`config.mk`:
```
export PLATFORM = sky130hd
export DESIGN_NAME = ee457_fetch_ctrl
export DESIGN_NICKNAME = d
export VERILOG_FILES = /design/src/rtl/ee457_fetch_ctrl.sv
export SDC_FILE = /design/constraint.sdc
export NUM_CORES = 1
export LEC_CHECK = 0
export ABC_AREA = 1
export BUFFER_PORTS_ARGS = -buffer_cell sky130_fd_sc_hd__clkbuf_2
export CAP_MARGIN = 20
export CORE_ASPECT_RATIO = 2
export CORE_MARGIN = 4
export CORE_UTILIZATION = 50
export DETAILED_ROUTE_END_ITERATION = 8
export PLACE_DENSITY = 0.79
export SYNTH_ARGS = -nofsm -noshare
export SYNTH_HDL_FRONTEND = slang
export SYNTH_SLANG_ARGS = --single-unit
```
`constraint.sdc`:
```
create_clock -name clk -period 1.98 [get_ports clk]
set_input_delay 0.297 -clock clk [delete_from_list [all_inputs] [get_ports clk]]
set_output_delay 0.297 -clock clk [all_outputs]
set_load 0.01 [all_outputs]
```
`src/rtl/ee457_fetch_ctrl.sv`:
```
// Instruction-fetch controller for a 5-stage pipeline: PC register, IF/ID latch,
// redirect/hold/advance sequencing, stall/flush performance counters and a
// sticky hazard-unit consistency flag.
module ee457_fetch_ctrl #(
    parameter logic [31:0] RESET_PC = 32'h0000_0000,
    parameter int unsigned CNT_W    = 16
) (
    input  logic             clk,
    input  logic             rst,
    input  logic             stall,
    input  logic             pcwrite,
    input  logic             irwrite,
    input  logic             br_taken,
    input  logic [31:0]      br_target,
    input  logic [31:0]      imem_rdata,
    output logic [31:0]      pc,
    output logic [31:0]      if_id_instr,
    output logic [31:0]      if_id_pc4,
    output logic             if_id_valid,
    output logic             id_ex_bubble,
    output logic [1:0]       state,
    output logic [CNT_W-1:0] stall_cnt,
    output logic [CNT_W-1:0] flush_cnt,
    output logic             err
);

    typedef enum logic [1:0] {
        BOOT  = 2'd0,
        RUN   = 2'd1,
        STALL = 2'd2,
        FLUSH = 2'd3
    } state_t;

    localparam logic [CNT_W-1:0] CNT_MAX = '1;
    localparam logic [CNT_W-1:0] CNT_ONE = CNT_W'(1);

    state_t           r_state;
    logic [31:0]      r_pc;
    logic [31:0]      r_instr;
    logic [31:0]      r_pc4;
    logic             r_valid;
    logic [CNT_W-1:0] r_stall_cnt;
    logic [CNT_W-1:0] r_flush_cnt;
    logic             r_err;

    logic [31:0]      w_pc4;
    logic             w_hdu_bad;

    // Wraps modulo 2^32 by construction of the 32-bit sum.
    assign w_pc4     = r_pc + 32'd4;
    // The hazard unit must drive pcwrite and irwrite as the inverse of stall.
    assign w_hdu_bad = (pcwrite == stall) || (irwrite == stall);

    // NOTE: every register below uses non-blocking assignment so all next-state
    // terms read the pre-edge values, matching the flop behaviour being modelled.
    always_ff @(posedge clk) begin
        if (rst) begin
            r_pc        <= RESET_PC;
            r_instr     <= 32'h0;
            r_pc4       <= 32'h0;
            r_valid     <= 1'b0;
            r_state     <= BOOT;
            r_stall_cnt <= '0;
            r_flush_cnt <= '0;
            r_err       <= 1'b0;
        end else begin
            if (w_hdu_bad) begin
                r_err <= 1'b1;
            end
            if (br_taken) begin
                // Redirect beats a simultaneous stall; the stall is not counted.
                r_pc    <= {br_target[31:2], 2'b00};
                r_instr <= 32'h0;
                r_valid <= 1'b0;
                r_state <= FLUSH;
                if (r_flush_cnt != CNT_MAX) begin
                    r_flush_cnt <= r_flush_cnt + CNT_ONE;
                end
            end else if (stall) begin
                r_state <= STALL;
                if (r_stall_cnt != CNT_MAX) begin
                    r_stall_cnt <= r_stall_cnt + CNT_ONE;
                end
            end else begin
                r_pc    <= w_pc4;
                r_instr <= imem_rdata;
                r_pc4   <= w_pc4;
                r_valid <= 1'b1;
                r_state <= RUN;
            end
        end
    end

    assign pc           = r_pc;
    assign if_id_instr  = r_instr;
    assign if_id_pc4    = r_pc4;
    assign if_id_valid  = r_valid;
    assign state        = r_state;
    assign stall_cnt    = r_stall_cnt;
    assign flush_cnt    = r_flush_cnt;
    assign err          = r_err;
    // Combinational so the ID/EX bubble lands in the same cycle as the request,
    // independent of reset.
    assign id_ex_bubble = stall | br_taken;

endmodule
```
==> impl_metrics.tcl <==
set metrics [dict create \
    intPower_w 0.004581 \
    cts_tree "built" \
    placedInstanceArea_sq_mm 0.007356 \
    dp_slack_ns 0.1634 \
    holdWs_ns 0.1077 \
    crit_type "reg2reg" \
    pwr-share-clk_pct 46.7 \
    synth_top_area_share_pct 40.92 \
    cp.required_ns 2.28 \
    worstRegToRegCells 8 \
    timing.fmax_ghz 0.5810 \
    crit_arrival_ns 2.02 \
    combPwrFrac_pct 9.2 \
    ys_seq_elements 128 \
    period_share_pct 86.92 \
    fin_crit_ns 1.721 \
    drt_iter0_markers 293 \
    areaGrowthSynthToFinish_pct 26.29 \
    clk_pin_slew_ns 0.06 \
    start_util_pct 51.35 \
    die_h_um 166.3 \
    hold_viol_final 0 \
    place.gp.congestion 0.9851 \
    tightest_slew_ns 0.8700 \
    clock_latency_ns 0.41 \
    clock-sinks 128 \
    cts_buffers 17 \
    setup_viol 0 \
    root_buffer "clkbuf_16" \
    rows 57 \
    syn_avg_cell_area_sq_um 6.874 \
    postSynthCellCount 911 \
    power_frac_seq_pct 44.2 \
    fin_ws_ns 0.2590 \
    routed_via_density 5.156 \
    boundaryPins 203 \
    drt-total-wl_um 18780 \
    dr.pass1.iters 5 \
    io_buffer_count 196 \
    grt_use_total_pct 26.13 \
    netlist_area_sq_mm 0.006262 \
    finalSetupTns_ns 0 \
    dieArea_sq_mm 0.01449 \
    cellPowerDensity_mw_per_mm2 786.7 \
    endpoint_kind "flop" \
    slew_viol_final 0 \
    fin_skew_ns 0.009694 \
    crit_fanout 6 \
    core_sq_mm 0.01220 \
    synth.yosys.warnings 0 \
    status "completed" \
    place_hpwl_um 14250 \
    drt-wirelength-per-cell_um 14.83 \
    globalRouteOverflowTotal 0 \
    seq_area_frac_synth_pct 40.92 \
    rsz0062_at_grt "no" \
    die_w_um 87.14 \
    min_path_cells 3 \
    fin_nets 1180 \
    antenna_found_initial 0 \
    htreeDepth 4 \
    switching_share_pct 26.37 \
    ant_nets 0 \
    cap_viol_max_count 0 \
    setup.worst_path.start_class "flop" \
    power.switching_w 0.001641 \
    final_cell_mix "nand2_1, clkbuf_2, dfxtp_1, a21oi_1, nor2_1" \
    synth_cell_type_count 37 \
    stdcell_area_sq_mm 0.007909 \
    maxSlewHeadroom_pct 41.78 \
    ys_top_cells_by_area "dfxtp_1, nand2_1, a21oi_1" \
    post_cts_buffers 0 \
    ir_worst_vdd_mv 0.5857 \
    p_leak_nw 3.453 \
    grt_pass1_wl_um 30330 \
    grt_max_degree 36 \
    min-delay-path-class "in2reg" \
    synth.largest_area_cell "dfxtp_1" \
    drive_gt1_share_pct 26.09 \
    drc_errors 0 \
    grt_pass1_vias 6443 \
    cts.path.max_buffers 2 \
    final_common_cell "nand2_1" \
    diodes 0 \
    routed-via-count 6528 \
]
[cell type report]
cell class | count | area, sq um
fill | 1122 | 4287
multi-input combinational | 682 | 3259
sequential | 128 | 2562
timing repair buffer | 213 | 1109
clock buffer | 20 | 466.7
inverter | 65 | 246.5
tap | 147 | 183.9
clock inverter | 11 | 81.33
[state kept, by name, indices dropped and copies added (netlist names)]
register	count
state	2
if_id_valid	1
err	1
if_id_instr	32
pc	30
flush_cnt	16
stall_cnt	16
if_id_pc4	30
[per-stage QoR]
stage / utilization [%] / total power [W] / cells
after floorplan: - / 0.003119 / 914
after global placement: 60.32 / 0.003362 / 1235
after detailed placement: 60.32 / 0.003373 / 1235
after CTS: 64.81 / 0.006291 / 1266
after global routing: 64.85 / 0.006467 / 1266
final: 64.85 / 0.006222 / 1266
[cells by family (layout without fill, tap and decap cells)]
group / count (synthesis) / after routing / synth area share, %
other: 1 / 4 / 0.05988
XOR/XNOR: 29 / 29 / 4.056
buffers and inverters: 104 / 309 / 7.293
adder cells (fa/ha/maj): 3 / 3 / 0.5995
AO/OA/AOI/OAI: 155 / 155 / 13.35
AND/OR/NAND/NOR: 491 / 491 / 33.73
flip-flops: 128 / 128 / 40.92
[power groups by stage]
stage | sequential, W | combinational (W) | clock [W]
finish | 0.00275 | 0.000571 | 0.00290
global route | 0.00276 | 0.000635 | 0.00308
CTS | 0.00275 | 0.000574 | 0.00297
detailed placement | 0.00280 | 0.000572 | 0
global placement | 0.00280 | 0.000563 | 0
floorplan | 0.00283 | 0.000292 | 0
[final timing paths]
kind | slack [ns] | to | start
max | 0.26 | pc[22]$_SDFFE_PP0N_ | pc[3]$_SDFFE_PP0N_
min | 0.11 | if_id_instr[26]$_SDFFE_PP0N_ | imem_rdata[26]
max reg2reg | 0.26 | pc[22]$_SDFFE_PP0N_ | pc[3]$_SDFFE_PP0N_
min reg2reg | 0.46 | if_id_pc4[7]$_SDFFE_PP0P_ | if_id_pc4[7]$_SDFFE_PP0P_
[worst max-delay path, stage by stage, from the launching register on]
cell and delay [ns]:
dfxtp_1 0.41, ha_1 0.25, nand2_2 0.08, nor2_2 0.19, nand2_4 0.12, nor2_4 0.15
nand3_1 0.13, o211ai_2 0.19, nand2_1 0.07
[cell usage after synthesis]
cell / number
inv_2: 5
or2_2: 1
nand2_1: 334
o211ai_2: 1
o21ai_0: 32
nor2_1: 75
o31ai_1: 1
inv_1: 58
conb_1: 1
buf_4: 6
clkinv_1: 1
a21oi_2: 4
nand2_4: 3
xnor2_1: 10
nor2_2: 8
a22o_1: 6
nor3b_2: 2
a31oi_1: 8
nor3_4: 2
xor2_1: 19
nor3_1: 4
dfxtp_1: 128
nand4_1: 5
nand3_2: 6
clkbuf_1: 20
ha_1: 3
nor2_4: 6
buf_1: 1
buf_8: 2
nand2_2: 8
nand3_1: 36
inv_4: 1
nor2_8: 1
o21bai_1: 1
a21oi_1: 102
buf_6: 1
buf_2: 9
[layer usage]
layer / up-vias / routed length, um / GRT usage [%]
met5: - / 0 / 0
met4: 0 / 955 / 13.89
met3: 58 / 1101 / 6.207
met2: 221 / 10340 / 49.52
met1: 2961 / 6384 / 24.58
li1: 3288 / - / -
[repair_timing]
item | CTS | global route
resized for setup | 0 | 1
hold buffers | 0 | 0
setup endpoints to repair | 0 | 2
No activity file was read; power rests on OpenSTA's default activity.
